==> config.mk <==
export PLATFORM = sky130hd
export DESIGN_NAME = gate_bist_flat
export DESIGN_NICKNAME = d
export VERILOG_FILES = /design/src/rtl/gate_bist_if.sv /design/src/rtl/gate_bist.sv /design/src/flat_wrapper.sv
export SDC_FILE = /design/constraint.sdc
export NUM_CORES = 1
export LEC_CHECK = 0
export ABC_CLOCK_PERIOD_IN_PS = 1950
export CAP_MARGIN = 20
export CORE_MARGIN = 5
export CORE_UTILIZATION = 32
export DETAILED_ROUTE_END_ITERATION = 10
export PLACE_DENSITY = 0.59
export SETUP_SLACK_MARGIN = 0.02
export SLEW_MARGIN = 20
export SYNTH_ARGS = -nofsm -noshare
export SYNTH_HDL_FRONTEND = slang
export SYNTH_SLANG_ARGS = --single-unit
==> constraint.sdc <==
create_clock -name clk -period 1.95 [get_ports clk]
set_input_delay 0.39 -clock clk [delete_from_list [all_inputs] [get_ports clk]]
set_output_delay 0.39 -clock clk [all_outputs]
set_load 0.005 [all_outputs]
==> src/rtl/gate_bist_if.sv <==
// Signal bundle between gate_bist and its controller/gate side.
// Handshake: start is a level request that is honoured only while the engine is idle.
// busy covers the driven vectors, done pulses for one cycle, and the results hold until the next accepted start.
interface gate_bist_if;
    logic       start;
    logic       a;
    logic       b;
    logic       y;
    logic       busy;
    logic       done;
    logic       pass;
    logic [2:0] err_cnt;
    logic [1:0] err_vec;

    modport master (
        output start, y,
        input  a, b, busy, done, pass, err_cnt, err_vec
    );

    modport slave (
        input  start, y,
        output a, b, busy, done, pass, err_cnt, err_vec
    );
endinterface

==> src/rtl/gate_bist.sv <==
// Built-in self-test for a two-input gate: walks {a,b} through 00..11, holds each vector HOLD_CYCLES, and checks y.
// Define GATE_BIST_STOP_ON_FAIL_EN to end a run on the first mismatch.
module gate_bist #(
    parameter logic [3:0] EXPECTED    = 4'b1000,
    parameter int         HOLD_CYCLES = 50
) (
    input  logic        clk,
    input  logic        rst,
    gate_bist_if.slave  bus,
    output logic [1:0]  dbg_state
);
    localparam int              CW        = $clog2(HOLD_CYCLES + 1);
    localparam logic [CW-1:0]   HOLD_LOAD = CW'(HOLD_CYCLES);
`ifdef GATE_BIST_STOP_ON_FAIL_EN
    localparam bit STOP_ON_FAIL = 1'b1;
`else
    localparam bit STOP_ON_FAIL = 1'b0;
`endif

    typedef enum logic [1:0] {IDLE = 2'd0, RUN = 2'd1, DONE = 2'd2} state_t;

    state_t          state;
    logic [CW-1:0]   hold_cnt;
    logic [1:0]      vec;
    logic            busy_q;
    logic            done_q;
    logic            pass_q;
    logic [2:0]      err_cnt_q;
    logic [1:0]      err_vec_q;

    logic            mismatch;
    logic [2:0]      err_next;
    logic            last_sample;

    // The hold counter counts down from HOLD_CYCLES; the edge at which it reads 1 ends the vector.
    always_comb begin
        mismatch    = (bus.y != EXPECTED[vec]);
        err_next    = (mismatch && err_cnt_q != 3'd4) ? err_cnt_q + 3'd1 : err_cnt_q;
        last_sample = (vec == 2'b11) || (STOP_ON_FAIL && mismatch);
    end

    always_ff @(posedge clk) begin
        if (rst) begin
            state     <= IDLE;
            hold_cnt  <= '0;
            vec       <= 2'b00;
            busy_q    <= 1'b0;
            done_q    <= 1'b0;
            pass_q    <= 1'b0;
            err_cnt_q <= 3'd0;
            err_vec_q <= 2'b00;
        end else begin
            done_q <= 1'b0;
            case (state)
                IDLE: begin
                    if (bus.start) begin
                        state     <= RUN;
                        busy_q    <= 1'b1;
                        vec       <= 2'b00;
                        pass_q    <= 1'b0;
                        err_cnt_q <= 3'd0;
                        err_vec_q <= 2'b00;
                        hold_cnt  <= HOLD_LOAD;
                    end
                end
                RUN: begin
                    if (hold_cnt == CW'(1)) begin
                        err_cnt_q <= err_next;
                        if (mismatch && err_cnt_q == 3'd0) begin
                            err_vec_q <= vec;
                        end
                        if (last_sample) begin
                            state    <= DONE;
                            busy_q   <= 1'b0;
                            done_q   <= 1'b1;
                            pass_q   <= (err_next == 3'd0);
                            vec      <= 2'b00;
                            hold_cnt <= '0;
                        end else begin
                            vec      <= vec + 2'b01;
                            hold_cnt <= HOLD_LOAD;
                        end
                    end else begin
                        hold_cnt <= hold_cnt - CW'(1);
                    end
                end
                DONE: begin
                    state <= IDLE;
                end
                default: begin
                    state <= IDLE;
                end
            endcase
        end
    end

    assign bus.a       = vec[1];
    assign bus.b       = vec[0];
    assign bus.busy    = busy_q;
    assign bus.done    = done_q;
    assign bus.pass    = pass_q;
    assign bus.err_cnt = err_cnt_q;
    assign bus.err_vec = err_vec_q;
    assign dbg_state   = state;
endmodule

==> src/flat_wrapper.sv <==
// flat-port wrapper written by rule: the top's interface ports become plain ports
module gate_bist_flat 
#(
    parameter logic [3:0] EXPECTED    = 4'b1000,
    parameter int         HOLD_CYCLES = 50
)
  (clk, rst, dbg_state, bus_start, bus_y, bus_a, bus_b, bus_busy, bus_done, bus_pass, bus_err_cnt, bus_err_vec);
  gate_bist_if bus_i ();
  input  logic clk;
  input  logic rst;
  output logic [1:0] dbg_state;
  input wire logic [$bits(bus_i.start)-1:0] bus_start;
  input wire logic [$bits(bus_i.y)-1:0] bus_y;
  output wire logic [$bits(bus_i.a)-1:0] bus_a;
  output wire logic [$bits(bus_i.b)-1:0] bus_b;
  output wire logic [$bits(bus_i.busy)-1:0] bus_busy;
  output wire logic [$bits(bus_i.done)-1:0] bus_done;
  output wire logic [$bits(bus_i.pass)-1:0] bus_pass;
  output wire logic [$bits(bus_i.err_cnt)-1:0] bus_err_cnt;
  output wire logic [$bits(bus_i.err_vec)-1:0] bus_err_vec;
  assign bus_i.start = bus_start;
  assign bus_i.y = bus_y;
  assign bus_a = bus_i.a;
  assign bus_b = bus_i.b;
  assign bus_busy = bus_i.busy;
  assign bus_done = bus_i.done;
  assign bus_pass = bus_i.pass;
  assign bus_err_cnt = bus_i.err_cnt;
  assign bus_err_vec = bus_i.err_vec;
  gate_bist #(.EXPECTED(EXPECTED), .HOLD_CYCLES(HOLD_CYCLES)) u_core (.clk(clk), .rst(rst), .bus(bus_i), .dbg_state(dbg_state));
endmodule
# After elaboration in Yosys (flattened, before gate mapping)
# Index checks and enable logic that the tools add are counted.
# Widths: inputs -> output; s select.
[totals]
register_bits = 18
latchBits = 0
ramBits = 0
romBits = 0
inputBits = 4
output_inout_bits = 12
word_cells = 65
memories = 0
[op_classes]
n_addsub = 3
multipliers = 0
div = 0
magnitude_cmp = 1
eq_ne = 9
n_shift = 0
mux = 30
bitwise = 2
n_reduce_logical = 12
[op_table]
columns = ["op", "count"]
rows = [
  ["$mux 6", 3],
  ["$mux 2", 8],
  ["$pmux 2 s2", 3],
  ["$pmux 6 s2", 1],
  ["$mux 3", 3],
  ["$mux 1", 8],
  ["$reduce_and 4->1", 2],
  ["$eq 6x1->1 const B", 1],
  ["$logic_not 3->1", 2],
  ["$ne 2x1->1 const B", 3],
  ["$pmux 3 s2", 1],
  ["$reduce_and 3->1", 2],
  ["$sub 6x1->6 const B", 1],
  ["$pmux 1 s2", 2],
  ["$add 3x1->3 const B", 1],
  ["$lt 2x3->1 const B", 1],
  ["$ne 3x3->1 const B", 1],
  ["$reduce_or 3->1", 1],
  ["$add 2x1->2 const B", 1],
  ["$bmux 1 s2", 1],
  ["$eq 2x1->1 const B", 1],
  ["$eq 2x2->1 const B", 1],
  ["$logic_and 1x1->1", 2],
  ["$logic_not 2->1", 1],
  ["other kinds (5)", 6],
]

# Depth between registers and ports, before layout
# Gate-level depths: netlist of the first run.
[logic_depth]
ltp_word = 9
ltp_mapped = 6
mapped_depth_nobuf = 6

# Least setup slack after synthesis of the first run
# No wires, ideal clock.
[synth_path]
kind = "register -> register"
start = "reg u_core.hold_cnt[0]"
end = "reg u_core.vec[0]"
setup_time_ns = 0.070
t_arrival_ns = 1.456
t_required_ns = 1.880
path_slack_ns = 0.424
path_stages_with_launch = 6
path_buffers = 0
synth_period_minus_slack_ns = 1.526
cell_sequence = "dfxtp_1 > ha_1 > nor2b_1 > nand2_1 > or4_1 > a21oi_1"
[synth_between]
elab_chain_len = 3
[synth_rtl]
columns = ["item", "line_no", "text"]
rows = [
  ["start: declaration", "gate_bist.sv:23", "logic [CW-1:0] hold_cnt;"],
  ["start signal: assignment", "gate_bist.sv:84", "hold_cnt <= hold_cnt - CW'(1);"],
  ["$eq 6x1->1", "gate_bist.sv:67", "if (hold_cnt == CW'(1)) begin"],
  ["$ne 2x1->1 (no source line)", "-", ""],
  ["$reduce_and 3->1 (no source line)", "-", ""],
  ["end signal: assignment", "gate_bist.sv:80", "vec <= vec + 2'b01;"],
  ["end: declaration", "gate_bist.sv:24", "logic [1:0] vec;"],
]
# Every way passes these cells.
# A chain may end at the register's enable or synchronous reset.

# Worst setup path after layout of the first run
# Ends and elaborated chain as after synthesis.

==> metrics.cfg, run 1 <==
[worst_setup_path]
path_max_fanout = 6
worstPathRequired_ns = 2.18
critPathSlowestCell = or4_1
cpPeakStageDelay_ns = 0.48
path_cells = ha_1 -> nor2b_1 -> nand2_1 -> or4_1 -> a21oi_1
worstSetupEndpointType = register
crit_path_start_kind = register
path_class = reg -> reg
critical_path_arrival_ns = 1.93

[power]
p_int_mw = 0.605
clock_power_share = 0.276
switchingPower_mw = 0.248
leakage_nw = 0.468
vdd_drop_max_uv = 366
combPwrFrac = 0.230
swShare = 0.291
pwr-share-seq = 0.494
power_mw = 0.853
p_per_area_nw_per_um2 = 701

[timing]
period_share = 0.871
fin_crit_ns = 1.70
clock-skew-final_ns = 0.00576
slew-limit-headroom = 0.709
max_freq_mhz = 589
tns_ns = 0
drv_slew = 0
tightestPinTransition_ns = 0.433
setup_viol = 0
rsz0062_at_grt = no
hold_viol_final = 0

[final_layout]
antenna_cells = 0
final_cell_mix = dfxtp_1 (18), clkdlybuf4s50_1 (15), a21oi_1 (10)
synthToLayoutAreaGrowth_pct = 28.1
layout-drive-gt1-share = 0.153
fin_nets = 141
final_area_sq_um = 1220
final_common_cell = dfxtp_1
final_util = 0.434

[logic_synthesis]
synth_warnings = 0
yosys.area.top_type_share = 0.379
synth_cell_types = 35
synth_top_cell_by_area = dfxtp_1
synth.area.top_cells = dfxtp_1 (38%), ha_1 (6.6%), a21oi_1 (5.3%)
synth-seq-cells = 18
syn-num-nets = 116
syn_avg_cell_area_sq_um = 8.88
netlist_area_sq_um = 950
synthCells = 107
ys_seq_area_frac = 0.379

[detailed_routing]
drtIter0Drc = 39
viasPerCell = 5.25
drtAntennaViolNets = 0
wl_per_cell_microns = 12.9
drc = 0
vias = 850
drt_wl_total_microns = 2100
dr.pass1.iters = 4

[die]
die_w_microns = 64.5
io_pins = 16
fp.dieH_microns = 64.5
die_area_sq_um = 4160
num_rows = 19
core_area_sq_um = 2810
start_util = 0.339

[status]
outcome = complete, no violations

[hold_path]
hold_path_class = reg -> reg

[cts]
cts-htree-levels = 1
cts_resized = 0
cts_tree = built
numCtsBuffers = 3
post_cts_buffers = 0
hold_buffers = 0
numClockSinks = 18
clk_pin_slew_worst_paths_ns = 0.11
cts_root_buffer = clkbuf_4
cts_buffer_depth = 2
clk-insertion-delay-late_ns = 0.30

[grt]
grt_overflow = 0
antenna_found_initial = 0
grt_pass1_wl_microns = 3480
grt_pass1_vias = 762
grt_max_degree = 11
grt_usage = 0.107

[placed_design]
gp_congestion = 0.803
placed_cell_area_sq_um = 1180
port_buffers = 15
dp_hpwl_microns = 1610

[flow_run]
max_cap_violations = 0

[registers in the layout (all words and copies together), names as in the netlist]
name	flops
u_core.hold_cnt	6
u_core.bus.err_cnt	3
u_core.bus.err_vec	2
u_core.dbg_state	2
u_core.vec	2
u_core.bus.busy	1
u_core.bus.done	1
u_core.bus.pass	1
[Yosys cell counts, drive strengths merged]
| master | instances |
|---|---|
| nor2 | 3 |
| nand2b | 4 |
| dfxtp | 18 |
| buf | 1 |
| xnor2 | 3 |
| o21bai | 2 |
| nand4b | 1 |
| a32o | 3 |
| nor2b | 4 |
| a211oi | 1 |
| o31ai | 2 |
| or3 | 2 |
| ha | 5 |
| nand3 | 3 |
| a31oi | 1 |
| o21ba | 1 |
| inv | 8 |
| o221a | 2 |
| mux2i | 1 |
| o211ai | 1 |
| nor3 | 4 |
| a21oi | 10 |
| nor4 | 3 |
| o22ai | 1 |
| or4 | 1 |
| clkbuf | 1 |
| nor3b | 2 |
| o21ai | 8 |
| nand2 | 9 |
| xor2 | 2 |
[worst paths after layout]
| kind | slack, ns | endpoint | startpoint | cells after the start |
|---|---|---|---|---|
| setup / recovery | 0.25 | u_core.vec[0] | u_core.hold_cnt[0] | 5 |
| hold reg to reg | 0.49 | u_core.bus.busy | u_core.bus.busy | 2 |
| setup reg to reg | 0.25 | u_core.vec[0] | u_core.hold_cnt[0] | 5 |
| hold / removal | 0.49 | u_core.bus.busy | u_core.bus.busy | 2 |
[power groups by stage]
stage	Combinational, mW	Sequential [mW]	Clock (mW)
finish	0.196	0.421	0.235
floorplan	0.135	0.424	0
CTS	0.197	0.421	0.237
detailed placement	0.197	0.430	0
global route	0.218	0.427	0.259
global placement	0.195	0.428	0
[per-layer routing]
metal,global-route usage,wire length [microns]
met1,0.142,1060
met2,0.159,881
met3,0.0415,128
met4,0.0396,28
met5,0,0
[critical path: cells and delay by family, from the launching register on]
kind                       cells  cell delay [ns]
and+or+nand+nor                3             0.81
DFF                            1             0.43
adders and majority gates      1             0.24
AOI/OAI and AO/OA              1             0.15
[cell type report]
| type | count | area, sq um |
|---|---|---|
| fillers | 292 | 1590 |
| repair buffers | 22 | 203 |
| multi-input cells | 79 | 548 |
| flip-flops and latches | 18 | 360 |
| clock buffers | 4 | 36.3 |
| well taps | 31 | 38.8 |
| inverters | 8 | 30.0 |
[cell families (layout without fill, tap and decap cells)]
family / after synthesis / in the layout / share of synthesized area
xor gates and xnor gates: 5 / 5 / 0.0461
buffers and inverters: 10 / 34 / 0.0435
adders and majority gates: 5 / 5 / 0.0659
DFF: 18 / 18 / 0.379
muxes: 1 / 1 / 0.0105
AOI/OAI and AO/OA: 32 / 32 / 0.224
and+or+nand+nor: 36 / 36 / 0.231
[per-stage QoR]
step,hold WS [ns],setup WS (ns),std cells
CTS,0.499,0.239,162
detailed placement,0.483,0.113,158
global placement,0.479,0.128,158
finish,0.490,0.252,162
floorplan,0.483,0.424,107
global route,0.530,0.0858,162
Power figures use the tool's default switching activity.
==> run 2: changes to the inputs <==
- CORE_MARGIN: 5 -> 2
==> run 2 against run 1 <==
Register-to-register slack got worse by 0.02 ns. Clock power decreased by 2%. Core utilization increased by 0.64 points. Global-route usage increased by 3.3 points. Power decreased by 0.56%. Non-clock buffer count increased by 1. Critical endpoint unchanged. Combinational power about the same. Largest power group unchanged. Sequential share of layout area decreased by 0.18 points.
==> metrics.cfg, run 2 (synthesized netlist as in run 1, its figures left out) <==
[status]
outcome = complete, no violations

[timing]
tns_ns = 0  ; unchanged
rsz0062_at_grt = no
fin_crit_ns = 1.72  ; +0.0235 ns
slew-limit-headroom = 0.738  ; +0.0288
period_share = 0.883  ; +0.0121
max_freq_mhz = 581  ; -1.4%
fin_ws_ns = 0.228  ; -0.0235 ns
setup_viol = 0  ; unchanged
drv_slew = 0  ; unchanged
tightestPinTransition_ns = 0.393  ; -0.0399 ns
clock-skew-final_ns = 0.00607  ; +0.000308 ns
hold_viol_final = 0  ; unchanged

[detailed_routing]
drc = 0  ; unchanged
drt_wl_total_microns = 2090  ; -0.24%
wl_per_cell_microns = 12.8  ; -0.85%
drtAntennaViolNets = 0  ; unchanged
dr.pass1.iters = 4  ; unchanged
viasPerCell = 5.36  ; +2.2%
drtIter0Drc = 22  ; -44%
vias = 874  ; +2.8%

[grt]
grt_pass1_vias = 857  ; +12%
antenna_found_initial = 0  ; unchanged
grt_usage = 0.140  ; +0.0326
gr-max-usage-layer = met2
grt_max_degree = 11  ; unchanged
grtUsageMet2 = 0.217  ; +0.0582
grt_pass1_wl_microns = 3750  ; +7.7%
grt_use_met1 = 0.192  ; +0.0496
grt_overflow = 0  ; unchanged
met3_usage = 0.0242  ; -0.0173

[worst_setup_path]
timing.rr.end = u_core.vec[0]
worstSetupEndpointType = register
endpoint = u_core.vec[0]
worstPathRequired_ns = 2.18  ; about the same
critical_path_arrival_ns = 1.95  ; +0.02 ns
path_max_fanout = 6  ; unchanged
path_class = reg -> reg
cp-startpoint = u_core.hold_cnt[0]
r2r_slack_ns = 0.23  ; -0.02 ns
regToRegStartpoint = u_core.hold_cnt[0]
crit_path_start_kind = register
worstRegToRegCells = 5  ; unchanged

[final_layout]
fin_nets = 142  ; +0.71%
regMostFlops = u_core.hold_cnt
fillers = 289  ; -1.0%
final_cell_mix = dfxtp_1 (18), clkdlybuf4s50_1 (15), a21oi_1 (10)
register_area_sq_um = 360  ; unchanged
multiInputGateArea_sq_um = 548  ; unchanged
largest_reg_flops = 6  ; unchanged
synthToLayoutAreaGrowth_pct = 28.9
antenna_cells = 0  ; unchanged
final_common_cell = dfxtp_1
layout-drive-gt1-share = 0.159  ; +0.00642

[placed_design]
pre_cts_ws_ns = 0.0893  ; -0.0240 ns
port_buffers = 15  ; unchanged
dp_hpwl_microns = 1580  ; -2.2%
gp_congestion = 0.821  ; +2.2%

[cts]
cts_tree = built
cts_root_buffer = clkbuf_4
cts_resized = 0  ; unchanged
cts_buffer_depth = 2  ; unchanged
clk_pin_slew_worst_paths_ns = 0.11  ; about the same
post_cts_buffers = 0  ; unchanged
numClockSinks = 18  ; unchanged
clk-insertion-delay-late_ns = 0.29  ; about the same
hold_buffers = 0  ; unchanged
numCtsBuffers = 3  ; unchanged
cts-htree-levels = 1  ; unchanged

[die]
die_area_sq_um = 3420  ; -18%
num_rows = 19  ; unchanged
start_util = 0.341  ; +0.00289
core_area_sq_um = 2780  ; -0.85%
fp.dieH_microns = 58.5  ; -9.3%
die_w_microns = 58.5  ; -9.3%
io_pins = 16  ; unchanged

[flow_run]
max_cap_violations = 0  ; unchanged

[power]
vdd_drop_max_uv = 342  ; -6.7%
leakage_nw = 0.474  ; +1.2%
power_mw = 0.848  ; -0.56%
p_per_area_nw_per_um2 = 693  ; -1.2%

[hold_path]
hold_path_class = reg -> reg

-- run 2: cell types whose count changed in the layout (fill, tap and decap cells not counted) --
cell   previous run  this run
buf_4             7         8
-- run 2: area by class of cell --
type | count | share of cell area
Sequential cell | 18 | 0.294
Inverter | 8 | 0.0245
Tap cell | 31 | 0.0317
Timing Repair Buffer | 23 | 0.172
Multi-Input combinational cell | 79 | 0.448
Clock buffer | 4 | 0.0297
-- run 2: per-stage QoR --
step | cell area, sq um | instances | util | hold WS (ns)
floorplan | 950 | 107 | - | 0.483
global placement | 1190 | 159 | 0.427 | 0.473
detailed placement | 1190 | 159 | 0.427 | 0.490
CTS | 1220 | 163 | 0.440 | 0.511
global route | 1220 | 163 | 0.440 | 0.539
finish | 1220 | 163 | 0.440 | 0.502
-- run 2: where the power goes --
part           internal [mW]  switching, mW  leakage (nW)
clock network          0.114          0.117        0.0210
logic                  0.100         0.0957         0.306
registers              0.391         0.0306         0.147
-- run 2: worst max-delay path: stages, from the launching register on --
cell and delay (ns):
dfxtp_1 0.43, ha_1 0.23, nor2b_1 0.23, nand2_1 0.13, or4_1 0.49, a21oi_1 0.16
-- run 2: worst min-delay path by stage --
| stage | start | endpoint | slack (ns) | cells after the start |
|---|---|---|---|---|
| floorplan | u_core.bus.busy | u_core.bus.busy | 0.48 | 2 |
| global placement | u_core.bus.busy | u_core.bus.busy | 0.47 | 2 |
| detailed placement | u_core.bus.err_vec[0] | u_core.bus.err_vec[0] | 0.49 | 1 |
| CTS | u_core.bus.busy | u_core.bus.busy | 0.51 | 2 |
| global route | u_core.bus.busy | u_core.bus.busy | 0.54 | 2 |
| finish | u_core.bus.busy | u_core.bus.busy | 0.50 | 2 |
-- run 2: layer usage --
layer,share of wire,vias up
li1,-,441
met1,0.50,401
met2,0.43,27
met3,0.053,5
met4,0.016,0
met5,0,-
==> run 3: changes to the inputs <==
- ABC_AREA: default -> 1
- CORE_UTILIZATION: 32 -> 45
- PLACE_DENSITY: 0.59 -> 0.75
==> run 3 against run 2 <==
Combinational power is 37% higher. Synthesized area is 6.5% higher. Register-to-register slack better by 0.22 ns. Worst setup slack better by 0.091 ns. Clock skew is 0.0012 ns lower. Critical path type is now reg -> out. Highest routed layer is now met3.
==> metrics.cfg, run 3 <==
[status]
outcome = complete, no violations

[hold_path]
hold_path_class = reg -> reg
whs_path_depth = 2  ; unchanged
hp-start = u_core.bus.busy
min_to = u_core.bus.busy

[logic_synthesis]
synthArstFlopShare = 0  ; unchanged
syn-num-nets = 147  ; +27%
synth_warnings = 0  ; unchanged
synth_top_cell_by_area = dfxtp_1
synth-seq-cells = 18  ; unchanged
syn_avg_cell_area_sq_um = 7.33  ; -17%
ys_seq_area_frac = 0.356  ; -0.0230
netlist_area_sq_um = 1010  ; +6.5%
synth_most_common_cell = nand2_1
synth_edf_count = 0  ; unchanged
synth.area.top_cells = dfxtp_1 (36%), nand2_1 (14%), nand3_1 (6.4%)
synth_flop_cell = dfxtp_1
synthCells = 138  ; +29%
yosys-top-cells-count = nand2_1 (37), dfxtp_1 (18), inv_1 (17)
synth_cell_types = 22  ; -37%
yosys.area.top_type_share = 0.356  ; -0.0230

[detailed_routing]
drc = 0  ; unchanged
wl_per_cell_microns = 11.2  ; -13%
viasPerCell = 4.93  ; -8.1%
drtAntennaViolNets = 0  ; unchanged
dr.pass1.iters = 4  ; unchanged
drt_wl_total_microns = 2060  ; -1.6%
vias = 907  ; +3.8%
drtIter0Drc = 31  ; +41%

[cts]
clk_pin_slew_worst_paths_ns = 0.11  ; about the same
cts_buffer_depth = 2  ; unchanged
cts-htree-levels = 1  ; unchanged
cts_resized = 0  ; unchanged
hold_buffers = 0  ; unchanged
post_cts_buffers = 0  ; unchanged
cts_root_buffer = clkbuf_4
numCtsBuffers = 3  ; unchanged
cts_tree = built
numClockSinks = 18  ; unchanged
clk-insertion-delay-late_ns = 0.29  ; about the same

[worst_setup_path]
worstPathRequired_ns = 1.56  ; -0.62 ns
cp.depth = 1  ; -4
r2r_slack_ns = 0.45  ; +0.22 ns
worstSetupEndpointType = output port
timing.rr.end = u_core.bus.pass
crit_path_start_kind = register
cp-startpoint = u_core.vec[0]
cp_top_family = buffers and inverters
worstRegToRegCells = 10  ; +5
path_class = reg -> out
critPathSlowestCell = clkdlybuf4s50_1
path_max_fanout = 4  ; -2
path_cells = clkdlybuf4s50_1
critical_path_arrival_ns = 1.24  ; -0.71 ns
critPathBufInv = 1  ; +1
regToRegStartpoint = u_core.vec[0]
cpPeakStageDelay_ns = 0.53  ; +0.04 ns

[timing]
rsz0062_at_grt = no
tns_ns = 0  ; unchanged
drv_slew = 0  ; unchanged
hold_viol_final = 0  ; unchanged
period_share = 0.836  ; -0.0466
tightestPinTransition_ns = 0.302  ; -0.0909 ns
slew-limit-headroom = 0.797  ; +0.0595
max_freq_mhz = 613  ; +5.6%
setup_viol = 0  ; unchanged
clock-skew-final_ns = 0.00490  ; -0.00116 ns
fin_crit_ns = 1.63  ; -0.0909 ns

[die]
fp.dieH_microns = 51.4  ; -12%
die_area_sq_um = 2640  ; -23%
core_area_sq_um = 2170  ; -22%
die_w_microns = 51.4  ; -12%
num_rows = 17  ; -2
start_util = 0.466  ; +0.125
io_pins = 16  ; unchanged

[final_layout]
final_cell_mix = nand2_1 (37), dfxtp_1 (18), inv_1 (17)
fin_nets = 166  ; +17%
largest_reg_flops = 6  ; unchanged
synthToLayoutAreaGrowth_pct = 20.8
regMostFlops = u_core.hold_cnt
antenna_cells = 0  ; unchanged
final_common_cell = nand2_1
layout-drive-gt1-share = 0.122  ; -0.0373
final_util = 0.563  ; +0.123

[power]
p_int_mw = 0.628  ; +3.8%
switchingPower_mw = 0.305  ; +25%
pwr-share-seq = 0.462  ; -0.035
clock_power_share = 0.249  ; -0.023
leakage_nw = 0.559  ; +18%
swShare = 0.327  ; +0.0397
p_per_area_nw_per_um2 = 764  ; +10%
vdd_drop_max_uv = 434  ; +27%
combPwrFrac = 0.289  ; +0.058

[grt]
antenna_found_initial = 0  ; unchanged
grt_max_degree = 13  ; +2
grt_usage = 0.172  ; +0.0323
grt_overflow = 0  ; unchanged
grt_pass1_vias = 850  ; -0.82%
grt_pass1_wl_microns = 3510  ; -6.2%

[placed_design]
dp_hpwl_microns = 1610  ; +2.2%
gp_congestion = 0.818  ; -0.34%
port_buffers = 15  ; unchanged

[flow_run]
max_cap_violations = 0  ; unchanged

-- run 3: layout make-up --
cell class | instances | area, sq um
inverter | 18 | 70.1
multi-input combinational | 101 | 569
fill | 217 | 948
timing repair buffer | 15 | 150
tap | 28 | 35.0
sequential | 18 | 360
clock buffer | 4 | 36.3
-- run 3: power groups by stage --
stage | logic, mW | clock network, mW | registers [mW]
after floorplan | 0.200 | 0 | 0.435
after global placement | 0.263 | 0 | 0.437
after detailed placement | 0.270 | 0 | 0.439
after CTS | 0.271 | 0.238 | 0.431
after global routing | 0.306 | 0.251 | 0.435
final | 0.269 | 0.232 | 0.431
-- run 3: how the worst max path moves through the flow --
stage	endpoint	slack, ns
floorplan	u_core.bus.pass	0.68
global placement	u_core.bus.pass	0.34
detailed placement	u_core.bus.pass	0.28
CTS	bus_b	0.30
global route	bus_b	0.25
finish	bus_b	0.32
-- run 3: metrics by stage --
step	std cells	hold WS, ns	worst slack (ns)	cell area (sq um)	total power [mW]
floorplan	138	0.451	0.677	1010	0.635
global placement	180	0.457	0.335	1180	0.700
detailed placement	180	0.489	0.276	1180	0.709
CTS	184	0.504	0.299	1220	0.940
global route	184	0.538	0.255	1220	0.991
finish	184	0.495	0.319	1220	0.933
-- run 3: layer usage --
layer	track usage	part of all wire	vias up	wire length [microns]
met1	0.230	0.50	408	1020
met3	0.0263	0.026	0	54
met2	0.288	0.48	12	981
met5	0	0	-	0
li1	-	-	487	-
met4	0.0439	0	0	0
-- run 3: worst register-to-register path: stages, from the launching register on --
cell and delay (ns):
dfxtp_1 0.37, ha_1 0.24, inv_1 0.16, nand2_1 0.15, nand3_1 0.12, nand2_1 0.08
nand2_1 0.06, nand2_1 0.05, nor2_1 0.09, nor2_1 0.05, nor2_1 0.07
-- run 3: logic make-up after synthesis --
| logic type | count (synthesis) | share of synthesized area |
|---|---|---|
| flip-flops | 18 | 0.356 |
| adder cells (fa/ha/maj) | 5 | 0.0619 |
| AO/OA/AOI/OAI | 14 | 0.0693 |
| AND/OR/NAND/NOR | 80 | 0.415 |
| XOR/XNOR | 2 | 0.0173 |
| buffers and inverters | 19 | 0.0804 |
